<file path="config.mk">
export PLATFORM = sky130hd
export DESIGN_NAME = muldiv_seq
export DESIGN_NICKNAME = d
export VERILOG_FILES = /design/src/rtl/muldiv_pkg.sv /design/src/rtl/muldiv_seq.sv
export SDC_FILE = /design/constraint.sdc
export NUM_CORES = 1
export LEC_CHECK = 0
export ABC_AREA = 1
export ABC_CLOCK_PERIOD_IN_PS = 1700
export BUFFER_PORTS_ARGS = -buffer_cell sky130_fd_sc_hd__buf_4
export CAP_MARGIN = 10
export CORE_MARGIN = 10
export CORE_UTILIZATION = 49
export DETAILED_ROUTE_END_ITERATION = 6
export PLACE_DENSITY = 0.86
export SETUP_SLACK_MARGIN = 0.3
export SLEW_MARGIN = 25
export SYNTH_ARGS = -nofsm -noshare
export SYNTH_HDL_FRONTEND = slang
export SYNTH_SLANG_ARGS = --single-unit
</file>
<file path="constraint.sdc">
create_clock -name clk_i -period 1.7 [get_ports clk_i]
set_input_delay 0.085 -clock clk_i [delete_from_list [all_inputs] [get_ports clk_i]]
set_output_delay 0.085 -clock clk_i [all_outputs]
set_load 0.05 [all_outputs]
</file>
<file path="src/rtl/muldiv_pkg.sv">
// muldiv_pkg: shared types and constants for the iterative multiply/divide sequencer
package muldiv_pkg;
   typedef enum logic [1:0] {OP_MUL, OP_MULHU, OP_DIVU, OP_REMU} op_e;
   typedef enum logic [1:0] {S_IDLE, S_MUL, S_DIV, S_DONE} state_e;
   localparam logic [4:0] ALU_ADD = 5'd0;
   localparam logic [4:0] ALU_SUB = 5'd1;
   localparam int N_ITER = 32;
endpackage

</file>
<file path="src/rtl/muldiv_seq.sv">
// muldiv_seq: 32-iteration shift-add multiplier / restoring divider driving a shared external ALU
module muldiv_seq
   import muldiv_pkg::*;
#(
   parameter int XLEN = 32
) (
   input  logic            clk_i,
   input  logic            rst_ni,
   input  logic            start_i,
   input  logic [1:0]      op_i,
   input  logic [XLEN-1:0] opa_i,
   input  logic [XLEN-1:0] opb_i,
   input  logic            kill_i,
   output logic            busy_o,
   output logic            done_o,
   output logic [XLEN-1:0] result_o,
   output logic [4:0]      alu_ctrl_o,
   output logic [XLEN-1:0] alu_a_o,
   output logic [XLEN-1:0] alu_b_o,
   input  logic [XLEN-1:0] alu_result_i,
   input  logic [2:0]      alu_flags_i
);
   state_e          state;
   op_e             op;
   logic [4:0]      cnt;
   logic [XLEN-1:0] hi, lo, b, s, sum, hi_nxt, lo_nxt;
   logic            hi_sel, take, cy, last;
   logic            unused_flags;
   assign op           = op_e'(op_i);
   assign last         = cnt == 5'(N_ITER - 1);
   assign unused_flags = ^alu_flags_i[2:1];
   assign busy_o       = state != S_IDLE;
   assign alu_ctrl_o   = state == S_DIV ? ALU_SUB : ALU_ADD;
   assign alu_a_o      = state == S_MUL ? hi : state == S_DIV ? s : '0;
   assign alu_b_o      = (state == S_MUL || state == S_DIV) ? b : '0;
   // next-iteration values: {hi,lo} is the product register in MUL, {R,Q} in DIV
   always_comb begin
      s      = {hi[XLEN-2:0], lo[XLEN-1]};
      take   = hi[XLEN-1] | alu_flags_i[0];
      sum    = lo[0] ? alu_result_i : hi;
      cy     = lo[0] & (alu_result_i < hi);
      hi_nxt = state == S_DIV ? (take ? alu_result_i : s) : {cy, sum[XLEN-1:1]};
      lo_nxt = state == S_DIV ? {lo[XLEN-2:0], take} : {sum[0], lo[XLEN-1:1]};
   end
   // sequencer FSM with registered result and done pulse
   always_ff @(posedge clk_i or negedge rst_ni) begin
      if (!rst_ni) begin
         state    <= S_IDLE;
         cnt      <= '0;
         hi       <= '0;
         lo       <= '0;
         b        <= '0;
         hi_sel   <= 1'b0;
         result_o <= '0;
         done_o   <= 1'b0;
      end else begin
         case (state)
            S_IDLE: if (start_i && !kill_i) begin
               hi_sel <= op inside {OP_MULHU, OP_REMU};
               hi     <= '0;
               lo     <= opa_i;
               b      <= opb_i;
               cnt    <= '0;
               state  <= op inside {OP_DIVU, OP_REMU} ? S_DIV : S_MUL;
            end
            S_MUL, S_DIV: if (kill_i) state <= S_IDLE;
            else begin
               hi  <= hi_nxt;
               lo  <= lo_nxt;
               cnt <= cnt + 5'd1;
               if (last) begin
                  result_o <= hi_sel ? hi_nxt : lo_nxt;
                  done_o   <= 1'b1;
                  state    <= S_DONE;
               end
            end
            default: begin
               done_o <= 1'b0;
               state  <= S_IDLE;
            end
         endcase
      end
   end
endmodule

</file>
==> impl_metrics.env, run 1 <==
export IMPL_ctsLongestPathBuffers=2
export IMPL_start_util=0.499
export IMPL_synth_avg_cell_area_sq_um=7.96
export IMPL_synth_edf_count=0
export IMPL_cts_buffers=17
export IMPL_yosysWarnings=0
export IMPL_synth_area_top_cells="dfrtp_1, nand2_1, o21ai_0, o22ai_1, ha_1"
export IMPL_placed_area_sq_mm=0.0114
export IMPL_h_tree_depth=4
export IMPL_io_pins=208
export IMPL_netlist_instances=1036
export IMPL_tool_error="[ERROR DPL-0038] Utilization greater than 100%, impossible to legalize"
export IMPL_lastStage="5_1_grt"
export IMPL_yosysTopAreaCellShare=0.416
export IMPL_synth_seq_cells=137
export IMPL_dp_hpwl_um=21800
export IMPL_io_buffer_count=201
export IMPL_syn_cell_area_sq_mm=0.00824
export IMPL_yosysSeqAreaShare=0.416
export IMPL_rows=47
export IMPL_grt_worst_endpoint="alu_b_o[29]"
export IMPL_synth_top_area_cell="dfrtp_1"
export IMPL_status="did not finish"
export IMPL_ys_types=35
export IMPL_gp_congestion=0.923
export IMPL_grt_max_degree=46
export IMPL_die_h_um=150
export IMPL_die_w_um=150
export IMPL_synth_ff_type="dfrtp_1"
export IMPL_clkSinkCount=137
export IMPL_endpoint_type="primary output"
export IMPL_synthArstFlopShare=1.00
export IMPL_root_buffer="clkbuf_16"
cells by family after synthesis:
kind of cell	after synthesis	share of synthesized area
simple gates	287	0.136
mux	35	0.0474
compound gates	343	0.247
fa+ha+maj	37	0.0562
flops	137	0.416
buf+inv	195	0.0962
other cells	1	0.000455
xor+xnor	1	0.00106
timing repair:
| action | in CTS |
|---|---|
| pin swaps | 51 |
| hold endpoints to repair | 191 |
| hold buffers | 61 |
| resized for setup | 424 |
| gates cloned | 29 |
| setup buffers | 42 |
| setup endpoints to repair | 202 |
per-stage QoR:
step / TNS (ns) / hold slack, ns / setup WS (ns) / cells / utilization
4_1_cts: -32.18 / 0.00646 / -0.294 / 1653 / 0.919
3_5_place_dp: -3.51 / 0.0143 / -0.0837 / 1489 / 0.687
3_3_place_gp: -0.00913 / 0.00830 / -0.00913 / 1489 / 0.687
2_1_floorplan: -3.47 / -0.211 / -0.0939 / 1039 / -
cell usage after synthesis, types with 2 or more instances:
cell / number
mux2_2: 32
dfrtp_1: 137
a21oi_1: 73
buf_4: 5
nor2_2: 2
inv_1: 110
ha_1: 37
nor2_1: 101
buf_1: 11
buf_2: 34
o21ai_1: 14
o21a_1: 15
nor2_4: 2
o31ai_1: 14
a32o_1: 3
mux2i_1: 3
clkbuf_1: 25
o22a_1: 18
inv_2: 10
nor3_1: 10
o22ai_1: 80
a22o_1: 2
o211ai_1: 17
nand3_1: 4
o21ai_0: 103
nand2_1: 165
==> run 2: changes to the inputs <==
--- a/config.mk
+++ b/config.mk
@@ -6,14 +6,13 @@
 export NUM_CORES = 1
 export LEC_CHECK = 0
 export ABC_AREA = 1
-export ABC_CLOCK_PERIOD_IN_PS = 1700
+export ABC_CLOCK_PERIOD_IN_PS = 2200
 export BUFFER_PORTS_ARGS = -buffer_cell sky130_fd_sc_hd__buf_4
 export CAP_MARGIN = 10
 export CORE_MARGIN = 10
-export CORE_UTILIZATION = 49
+export CORE_UTILIZATION = 40
 export DETAILED_ROUTE_END_ITERATION = 6
-export PLACE_DENSITY = 0.86
-export SETUP_SLACK_MARGIN = 0.3
+export PLACE_DENSITY_LB_ADDON = 0.15
 export SLEW_MARGIN = 25
 export SYNTH_ARGS = -nofsm -noshare
 export SYNTH_HDL_FRONTEND = slang
==> constraint.sdc (replaced) <==
create_clock -name clk_i -period 2.2 [get_ports clk_i]
set_input_delay 0.11 -clock clk_i [delete_from_list [all_inputs] [get_ports clk_i]]
set_output_delay 0.11 -clock clk_i [all_outputs]
set_load 0.05 [all_outputs]
==> run 2 against run 1 <==
Compared with the run above: the run now ends clean; area after synthesis did not move; synthesized cell count unchanged.
==> impl_metrics.env, run 2 <==
export IMPL_hold_viol_final=0
export IMPL_syn_to_final_growth_pct=46.0
export IMPL_tightest_slew_ns=0.689
export IMPL_rr_endpoint="result_o[1]"
export IMPL_grt_setup_unrepaired="no"
export IMPL_synth_compound_area_frac=0.247
export IMPL_fin_util=0.595
export IMPL_routed_wl_um=28000
export IMPL_yosysWarnings=0
export IMPL_gp_congestion=0.855
export IMPL_filler_cell_count=1839
export IMPL_maxClockFrequency_mhz=477
export IMPL_synthMostInstantiatedCell="nand2_1"
export IMPL_synth_top_cells_by_count="nand2_1, dfrtp_1, inv_1"
export IMPL_final_setup_viol_count=0
export IMPL_yosysTopAreaCellShare=0.416
export IMPL_synth_top_family_by_area="compound AO/OA/AOI/OAI gates"
export IMPL_hold_depth=3
export IMPL_layout_commonest_cell="buf_4"
export IMPL_grt_pass1_vias=8325
export IMPL_netlist_instances=1036
export IMPL_cts_buffers=17
export IMPL_drive_above_1_share=0.288
export IMPL_worstPathArrival_ns=1.99
export IMPL_cp_end_kind="output pin"
export IMPL_syn_cell_area_sq_mm=0.00824
export IMPL_dp_hpwl_um=20300
export IMPL_fin_crit_ns=2.10
export IMPL_synthAdderAreaFrac=0.0562
export IMPL_start_kind="flip-flop"
export IMPL_hp_class="input port to flip-flop"
export IMPL_powerDensity_mw_per_mm2=1540
export IMPL_fp_coreArea_sq_mm=0.0202
export IMPL_io_pins=208
export IMPL_p_total_mw=18.6
export IMPL_wl_per_cell_um=17.6
export IMPL_clk_latency_ns=0.42
export IMPL_min_delay_start="opa_i[30]"
export IMPL_slowest_delay_ns=0.41
export IMPL_nNetsFinal=1444
export IMPL_stdcell_count=1586
export IMPL_peakVddDrop_v=0.00151
export IMPL_synth_edf_count=0
export IMPL_ctsLongestPathBuffers=2
export IMPL_status="completed"
export IMPL_drv_cap=0
export IMPL_final_cell_mix="buf_4, nand2_1, dfrtp_1"
export IMPL_synthArstFlopShare=1.00
export IMPL_drc=0
export IMPL_pre_cts_ws_ns=0.147
export IMPL_place_inst=1493
export IMPL_track_usage=0.208
export IMPL_grt_max_degree=85
export IMPL_worstPathCellList="inv_1 > ha_2 > buf_16 > nand2_1 > inv_1 > buf_4"
export IMPL_antenna_found_initial=0
export IMPL_start_util=0.407
export IMPL_slew_headroom=0.540
export IMPL_r2r_start="state[1]"
export IMPL_crit_path_frequent_cell="inv_1"
export IMPL_clk_pin_slew_worst_paths_ns=0.06
export IMPL_required_ns=2.09
export IMPL_cts_tree="yes"
export IMPL_rows=52
export IMPL_path_max_fanout=84
export IMPL_overflow=0
export IMPL_dieArea_sq_mm=0.0268
export IMPL_synth_area_top_cells="dfrtp_1, nand2_1, o21ai_0, o22ai_1, ha_1"
export IMPL_clkSinkCount=137
export IMPL_synth_seq_cells=137
export IMPL_muxShareOfSynthArea=0.0474
export IMPL_grt_pass1_wl_um=44900
export IMPL_vias_per_cell=5.21
export IMPL_dr_pass1_iters=5
export IMPL_skew_ns=0.0100
export IMPL_first_iter_violations=558
export IMPL_slew_viol_final=0
export IMPL_h_tree_depth=4
export IMPL_cpMaxStageDelayCell="dfrtp_2"
export IMPL_hold_ws_ns=0.0199
export IMPL_r2r_cells=10
export IMPL_ys_types=35
export IMPL_vias=8257
export IMPL_synthSimpleGateAreaFrac=0.136
export IMPL_period_share=0.953
export IMPL_synth_ff_type="dfrtp_1"
export IMPL_synth_xor_area_frac=0.00106
export IMPL_rrSetupSlack_ns=0.14
export IMPL_min_to="lo[30]"
export IMPL_die_h_um=164
export IMPL_yosysSeqAreaShare=0.416
export IMPL_root_buffer="clkbuf_16"
export IMPL_crit_type="flip-flop to output pin"
export IMPL_synth_avg_cell_area_sq_um=7.96
export IMPL_ant_nets=0
export IMPL_synth_top_area_cell="dfrtp_1"
export IMPL_die_w_um=164
export IMPL_fin_ws_ns=0.104
export IMPL_p_leak_nw=5.61
export IMPL_io_buffer_count=201
run 2: cell counts after synthesis:
No cell type changed its count.
run 2: routing by layer:
| metal | share of wire | vias up | routed length [um] | global-route usage |
|---|---|---|---|---|
| met5 | 0 | - | 0 | 0 |
| met4 | 0.0054 | 0 | 150 | 0.0357 |
| met3 | 0.077 | 12 | 2160 | 0.0586 |
| met2 | 0.47 | 271 | 13300 | 0.339 |
| met1 | 0.44 | 3897 | 12400 | 0.272 |
| li1 | - | 4077 | - | - |
run 2: metrics by stage:
step	area (sq um)	setup TNS [ns]
after floorplan	8660	-0.437
after global placement	10800	0
after detailed placement	10800	0
after CTS	11900	0
after global routing	12000	0
final	12000	0
run 2: final cells by class:
| type | instances | area (sq um) | area share |
|---|---|---|---|
| Multi-Input combinational cell | 707 | 4460 | 0.371 |
| Sequential cell | 137 | 3430 | 0.285 |
| Timing Repair Buffer | 319 | 2770 | 0.230 |
| Inverter | 120 | 453 | 0.0376 |
| Clock buffer | 17 | 425 | 0.0354 |
| Tap cell | 270 | 338 | 0.0281 |
| Clock inverter | 15 | 158 | 0.0131 |
| Antenna cell | 1 | 2.50 | 0.000208 |
run 2: logic make-up after synthesis:
group,after synthesis
AO/OA/AOI/OAI,343
XOR/XNOR,1
adder cells (fa/ha/maj),37
buffers and inverters,195
flip-flops,137
multiplexers,35
other,1
AND/OR/NAND/NOR,287
run 2: how the worst max path moves through the flow:
stage / from / endpoint / slack (ns) / cells after the start
floorplan: state[0] / alu_a_o[0] / -0.16 / 7
global placement: state[0] / result_o[17] / 0.26 / 10
detailed placement: state[0] / result_o[17] / 0.15 / 10
CTS: state[0] / alu_a_o[24] / 0.01 / 7
global route: state[1] / result_o[29] / 0.0004 / 10
finish: state[1] / alu_b_o[20] / 0.10 / 6
run 2: where the power goes:
| part | leakage (nW) | internal [mW] | switching [mW] |
|---|---|---|---|
| combinational | 3.63 | 4.09 | 7.65 |
| sequential | 1.70 | 3.48 | 0.486 |
| clock | 0.282 | 1.61 | 1.27 |
| total | 5.61 | 9.17 | 9.40 |
run 2: worst max-delay path, delay by kind of cell (launching register included):
family                   cells  cell delay [ns]
adder cells (fa/ha/maj)      1             0.38
AND/OR/NAND/NOR              1             0.08
buffers and inverters        4             0.67
flip-flops                   1             0.41
run 2: what timing repair did:
| item | in CTS | in global routing |
|---|---|---|
| gates cloned | 0 | 0 |
| hold buffers | 56 | 1 |
| pin swaps | 0 | 1 |
| endpoints found under the hold margin | 105 | 1 |
| gates resized for setup | 9 | 18 |
| setup buffers | 0 | 3 |
| setup endpoints to repair | 32 | 72 |
Note: power is estimated with default switching activity, not from simulation.
==> run 3: changes to the inputs <==
--- a/config.mk
+++ b/config.mk
@@ -12,6 +12,7 @@
 export CORE_MARGIN = 10
 export CORE_UTILIZATION = 40
 export DETAILED_ROUTE_END_ITERATION = 6
+export MAX_ROUTING_LAYER = met4
 export PLACE_DENSITY_LB_ADDON = 0.15
 export SLEW_MARGIN = 25
 export SYNTH_ARGS = -nofsm -noshare
==> run 3 against run 2 <==
Compared with the run above: sequential share of layout area hardly changed; setup slack better by 0.0035 ns; via count is 0.12% lower; utilization hardly changed; total power hardly changed; cell area hardly changed; non-clock buffer count stayed put; global-route usage is 0.59 points higher; register-to-register slack hardly changed; count of clock-buffer cells in the layout stayed put.
==> impl_metrics.env, run 3 (synthesis results as in run 2) <==
export IMPL_required_ns=2.09
export IMPL_cp_end_kind="output pin"
export IMPL_r2r_start="state[1]"
export IMPL_fp_coreArea_sq_mm=0.0202
export IMPL_gp_congestion=0.868
export IMPL_antenna_found_initial=0
export IMPL_nNetsFinal=1444
export IMPL_grt_max_degree=85
export IMPL_first_iter_violations=525
export IMPL_root_buffer="clkbuf_16"
export IMPL_period_share=0.951
export IMPL_worstPathCellList="inv_1 > ha_2 > buf_16 > nand2_1 > inv_1 > buf_6"
export IMPL_r2r_cells=9
export IMPL_start_kind="flip-flop"
export IMPL_ant_nets=0
export IMPL_min_to="lo[30]"
export IMPL_vias=8247
export IMPL_grt_setup_unrepaired="no"
export IMPL_wl_per_cell_um=17.6
export IMPL_dp_hpwl_um=20300
export IMPL_peakVddDrop_v=0.00152
export IMPL_status="completed"
export IMPL_final_setup_tns_ns=0
export IMPL_final_cell_area_sq_mm=0.0120
export IMPL_clkSinkCount=137
export IMPL_crit_type="flip-flop to output pin"
export IMPL_layout_commonest_cell="buf_4"
export IMPL_powerDensity_mw_per_mm2=1540
export IMPL_hp_class="input port to flip-flop"
export IMPL_drive_above_1_share=0.288
export IMPL_ctsLongestPathBuffers=2
export IMPL_die_w_um=164
export IMPL_clk_latency_ns=0.42
export IMPL_cpMaxStageDelayCell="dfrtp_2"
export IMPL_rows=52
export IMPL_dieArea_sq_mm=0.0268
export IMPL_slew_viol_final=0
export IMPL_slowest_delay_ns=0.41
export IMPL_syn_to_final_growth_pct=46.0
export IMPL_placed_area_sq_mm=0.0108
export IMPL_maxClockFrequency_mhz=478
export IMPL_hold_viol_final=0
export IMPL_fin_crit_ns=2.09
export IMPL_cts_buffers=17
export IMPL_critPathBufInv=4
export IMPL_die_h_um=164
export IMPL_hold_depth=3
export IMPL_clk_pin_slew_worst_paths_ns=0.06
export IMPL_start_util=0.407
export IMPL_drv_cap=0
export IMPL_drc=0
export IMPL_skew_ns=0.00949
export IMPL_worstPathArrival_ns=1.98
export IMPL_vias_per_cell=5.20
export IMPL_cts_tree="yes"
export IMPL_min_delay_start="opa_i[30]"
export IMPL_final_cell_mix="buf_4, nand2_1, dfrtp_1"
export IMPL_tightest_slew_ns=0.681
export IMPL_dr_pass1_iters=5
export IMPL_track_usage=0.214
export IMPL_p_leak_nw=5.62
export IMPL_crit_path_frequent_cell="inv_1"
export IMPL_slew_headroom=0.545
export IMPL_rr_endpoint="result_o[22]"
export IMPL_h_tree_depth=4
export IMPL_rrSetupSlack_ns=0.14
export IMPL_critical_path_top_delay_family="buffers and inverters"
export IMPL_grt_pass1_vias=8326
export IMPL_io_pins=208
export IMPL_final_setup_viol_count=0
export IMPL_io_buffer_count=201
export IMPL_hold_ws_ns=0.0243
export IMPL_path_max_fanout=84
export IMPL_grt_pass1_wl_um=44900
export IMPL_routed_wl_um=27900
export IMPL_overflow=0
-- run 3: timing repair --
action                     in CTS  in global routing
setup endpoints to repair      32                 73
gates resized for setup         9                 19
hold endpoints to repair      105                  1
hold buffers                   56                  1
buffers inserted                0                  3
pin swaps                       0                  1
cloned                          0                  0
-- run 3: where the power goes --
group	total, mW	switching [mW]	internal, mW
Combinational	11.8	7.66	4.09
Sequential	3.97	0.489	3.48
Clock	2.86	1.26	1.61
-- run 3: final cells by class --
| type | count | area, sq um |
|---|---|---|
| antenna | 1 | 2.50 |
| clock buffer | 17 | 425 |
| clock inverter | 15 | 158 |
| fill | 1839 | 8200 |
| inverter | 120 | 455 |
| multi-input combinational | 707 | 4460 |
| sequential | 137 | 3430 |
| tap | 270 | 338 |
| timing repair buffer | 319 | 2770 |
-- run 3: stage by stage --
stage                      util  setup WS, ns  power (mW)  std cells
after floorplan               -        -0.160        11.9       1039
after global placement    0.531         0.257        15.3       1493
after detailed placement  0.531         0.147        15.4       1493
after CTS                 0.590        0.0126        18.5       1581
after global routing      0.595      0.000890        20.0       1585
final                     0.595         0.108        18.6       1586
-- run 3: how the worst max path moves through the flow --
stage / depth (start not counted) / start / slack [ns] / endpoint
final: 6 / state[1] / 0.11 / alu_b_o[29]
after global routing: 6 / state[1] / 0.0009 / alu_b_o[29]
after CTS: 7 / state[0] / 0.01 / alu_a_o[24]
after detailed placement: 10 / state[0] / 0.15 / result_o[17]
after global placement: 10 / state[0] / 0.26 / result_o[17]
after floorplan: 7 / state[0] / -0.16 / alu_a_o[0]
-- run 3: routing by layer --
layer  vias to the layer above  wire (um)  GRT usage
li1                       4079          -          -
met5                         -          0          -
met2                       266      13200      0.338
met3                         9       1970     0.0451
met1                      3893      12600      0.280
met4                         0        131     0.0382
-- run 3: tightest hold or removal path, delay by kind of cell --
family	cells	cell delay [ns]
AOI/OAI and AO/OA	1	0.07
and+or+nand+nor	1	0.09
buffers and inverters	1	0.12
==> run 4: changes to the inputs <==
--- a/config.mk
+++ b/config.mk
@@ -5,8 +5,7 @@
 export SDC_FILE = /design/constraint.sdc
 export NUM_CORES = 1
 export LEC_CHECK = 0
-export ABC_AREA = 1
-export ABC_CLOCK_PERIOD_IN_PS = 2200
+export ABC_CLOCK_PERIOD_IN_PS = 1700
 export BUFFER_PORTS_ARGS = -buffer_cell sky130_fd_sc_hd__buf_4
 export CAP_MARGIN = 10
 export CORE_MARGIN = 10
==> constraint.sdc (replaced) <==
create_clock -name clk_i -period 1.7 [get_ports clk_i]
set_input_delay 0.085 -clock clk_i [delete_from_list [all_inputs] [get_ports clk_i]]
set_output_delay 0.085 -clock clk_i [all_outputs]
set_load 0.05 [all_outputs]
==> run 4 against run 3 <==
Compared with the run above: the run now ends with setup timing left; non-clock buffer count grew 129; sequential share of layout area fell by 6.4 points; clock power grew 35%; total power grew 73%; sequential power increased by 44%; largest cell class unchanged; largest power group unchanged.
==> impl_metrics.env, run 4 <==
export IMPL_powerDensity_mw_per_mm2=2070
export IMPL_r2r_start="state[0]"
export IMPL_yosysTopAreaCellShare=0.411
export IMPL_p_seq_frac=0.178
export IMPL_intPower_mw=17.8
export IMPL_critPathLaunch="state[0]"
export IMPL_netlist_instances=943
export IMPL_ys_types=38
export IMPL_final_setup_tns_ns=-39.66
export IMPL_cp_depth=10
export IMPL_hold_viol_final=0
export IMPL_die_h_um=164
export IMPL_synthArstFlopShare=1.00
export IMPL_worstPathArrival_ns=2.28
export IMPL_die_w_um=164
export IMPL_routed_wl_um=36000
export IMPL_synth_area_top_cells="dfrtp_1, mux2i_1, o21ai_0, nand2_1, a22o_1"
export IMPL_rrSetupSlack_ns=-0.28
export IMPL_root_buffer="clkbuf_16"
export IMPL_cp_endpoint="result_o[31]"
export IMPL_h_tree_depth=4
export IMPL_fin_crit_ns=1.98
export IMPL_syn_cell_area_sq_mm=0.00833
export IMPL_fp_coreArea_sq_mm=0.0204
export IMPL_p_clk_frac=0.120
export IMPL_grt_pass1_wl_um=51000
export IMPL_fin_ws_ns=-0.275
export IMPL_synth_ff_type="dfrtp_1"
export IMPL_violations="setup timing"
export IMPL_grt_pass1_vias=9145
export IMPL_drv_cap=0
export IMPL_grt_max_degree=46
export IMPL_skew_ns=0.0156
export IMPL_maxClockFrequency_mhz=506
export IMPL_wl_per_cell_um=22.1
export IMPL_hp_class="input port to flip-flop"
export IMPL_synth_top_area_cell="dfrtp_1"
export IMPL_synthMostInstantiatedCell="dfrtp_1"
export IMPL_vias=9059
export IMPL_pwr_share_comb=0.702
export IMPL_final_cell_mix="buf_4, dfrtp_1, nor2_1"
export IMPL_track_usage=0.248
export IMPL_clk_pin_slew_worst_paths_ns=0.06
export IMPL_fin_util=0.763
export IMPL_slowest_delay_ns=0.38
export IMPL_cts_tree="yes"
export IMPL_p_total_mw=32.1
export IMPL_filler_cell_count=1318
export IMPL_p_leak_nw=7.16
export IMPL_dr_pass1_iters=6
export IMPL_yosysSeqAreaShare=0.411
export IMPL_status="complete, but fails checks"
export IMPL_clk_latency_ns=0.43
export IMPL_overflow=0
export IMPL_synth_seq_cells=137
export IMPL_r2r_cells=10
export IMPL_rr_endpoint="result_o[31]"
export IMPL_vias_per_cell=5.57
export IMPL_path_max_fanout=6
export IMPL_crit_path_frequent_cell="buf_6"
export IMPL_antenna_found_initial=7
export IMPL_drc=0
export IMPL_start_util=0.409
export IMPL_swShare=0.446
export IMPL_cp_end_kind="flip-flop"
export IMPL_critPathBufInv=4
export IMPL_dieArea_sq_mm=0.0270
export IMPL_io_buffer_count=201
export IMPL_critical_path_top_delay_family="simple AND/OR/NAND/NOR gates"
export IMPL_drive_above_1_share=0.531
export IMPL_layout_commonest_cell="buf_4"
export IMPL_slew_viol_final=0
export IMPL_grt_setup_unrepaired="yes"
export IMPL_gp_congestion=0.866
export IMPL_clkSinkCount=137
export IMPL_ant_nets=0
export IMPL_first_iter_violations=594
export IMPL_syn_to_final_growth_pct=86.5
export IMPL_peakVddDrop_v=0.00134
export IMPL_ctsLongestPathBuffers=2
export IMPL_final_setup_viol_count=199
export IMPL_p_sw_mw=14.3
export IMPL_start_kind="flip-flop"
export IMPL_synth_edf_count=0
export IMPL_crit_type="flip-flop to flip-flop"
export IMPL_dp_hpwl_um=19900
export IMPL_cts_buffers=17
export IMPL_slew_headroom=0.664
export IMPL_synth_top_cells_by_count="dfrtp_1, nand2_1, o21ai_0"
export IMPL_required_ns=2.01
export IMPL_worstPathCellList="inv_2 > buf_6 > ha_4 > buf_12 > buf_6 > nand2b_4 > or2_4 > nand2_2 > o31ai_2 > a31o_1"
export IMPL_rows=52
export IMPL_cpMaxStageDelayCell="dfrtp_1"
export IMPL_synth_avg_cell_area_sq_um=8.84
export IMPL_period_share=1.16
export IMPL_io_pins=208
export IMPL_yosysWarnings=0
export IMPL_tightest_slew_ns=0.504
export IMPL_nNetsFinal=1478
-- run 4: cell types whose count changed after synthesis, sizes merged, moves of 13 or more --
| cell | before | now |
|---|---|---|
| a22o | 2 | 55 |
| inv | 120 | 39 |
| clkbuf | 25 | 43 |
| nand2 | 165 | 131 |
| and2 | 0 | 32 |
| o22ai | 80 | 0 |
| o21a | 15 | 0 |
| nor2 | 105 | 76 |
| o31ai | 14 | 1 |
| o211ai | 17 | 0 |
| o22a | 18 | 0 |
| mux2i | 3 | 64 |
| buf | 50 | 35 |
| a211oi | 1 | 36 |
-- run 4: per-stage QoR --
step                area [sq um]  setup WS [ns]  hold slack (ns)  cells
finish                     15500         -0.275           0.0282   1626
global route               15500         -0.337           0.0347   1626
CTS                        14600         -0.237          0.00575   1607
detailed placement         11300         -0.441           0.0674   1451
global placement           11300         -0.451           0.0729   1451
floorplan                   8970         -0.325           -0.211    946
-- run 4: worst min-delay path: stages --
cell	delay (ns)
buf_4	0.09
a31oi_1	0.10
o21ai_1	0.13
-- run 4: power groups by stage --
stage / combinational [mW] / clock [mW] / sequential [mW]
after detailed placement: 13.9 / 0 / 5.28
final: 22.5 / 3.86 / 5.71
after CTS: 20.1 / 3.88 / 5.38
after global placement: 13.7 / 0 / 5.24
after global routing: 23.7 / 4.03 / 5.84
after floorplan: 9.43 / 0 / 5.24
-- run 4: worst min-delay path by stage --
stage,from,endpoint,slack (ns),cells after the start
after floorplan,rst_ni,b[0],-0.21,0
after global placement,rst_ni,hi[3],0.07,1
final,op_i[1],state[1],0.03,3
after detailed placement,rst_ni,hi[4],0.07,1
after CTS,opa_i[6],lo[6],0.006,3
after global routing,op_i[1],state[1],0.03,3
-- run 4: kinds of logic after synthesis --
family	share of synthesized area
adder cells (fa/ha/maj)	0.0556
AO/OA/AOI/OAI	0.216
multiplexers	0.126
other	0.000450
flip-flops	0.411
AND/OR/NAND/NOR	0.133
buffers and inverters	0.0577
-- run 4: per-layer routing --
layer,global-route usage,vias to the layer above,part of all wire
li1,-,4145,-
met1,0.301,4454,0.40
met2,0.398,390,0.50
met3,0.0618,70,0.072
met4,0.0776,0,0.026
met5,-,-,0
-- run 4: what timing repair did --
action,in CTS,in global routing
resized for setup,322,194
hold buffers,64,1
endpoints found under the setup margin,198,202
setup buffers,32,11
cloned,30,12
hold endpoints to repair,103,1
pin swaps,45,50
-- run 4: cell type report --
class | count | area (sq um) | area share
sequential | 137 | 3430 | 0.221
multi-input combinational | 693 | 5940 | 0.382
clock inverter | 12 | 149 | 0.00958
tap | 270 | 338 | 0.0217
antenna | 7 | 17.5 | 0.00113
timing repair buffer | 448 | 5070 | 0.326
inverter | 39 | 150 | 0.00966
clock buffer | 20 | 447 | 0.0287
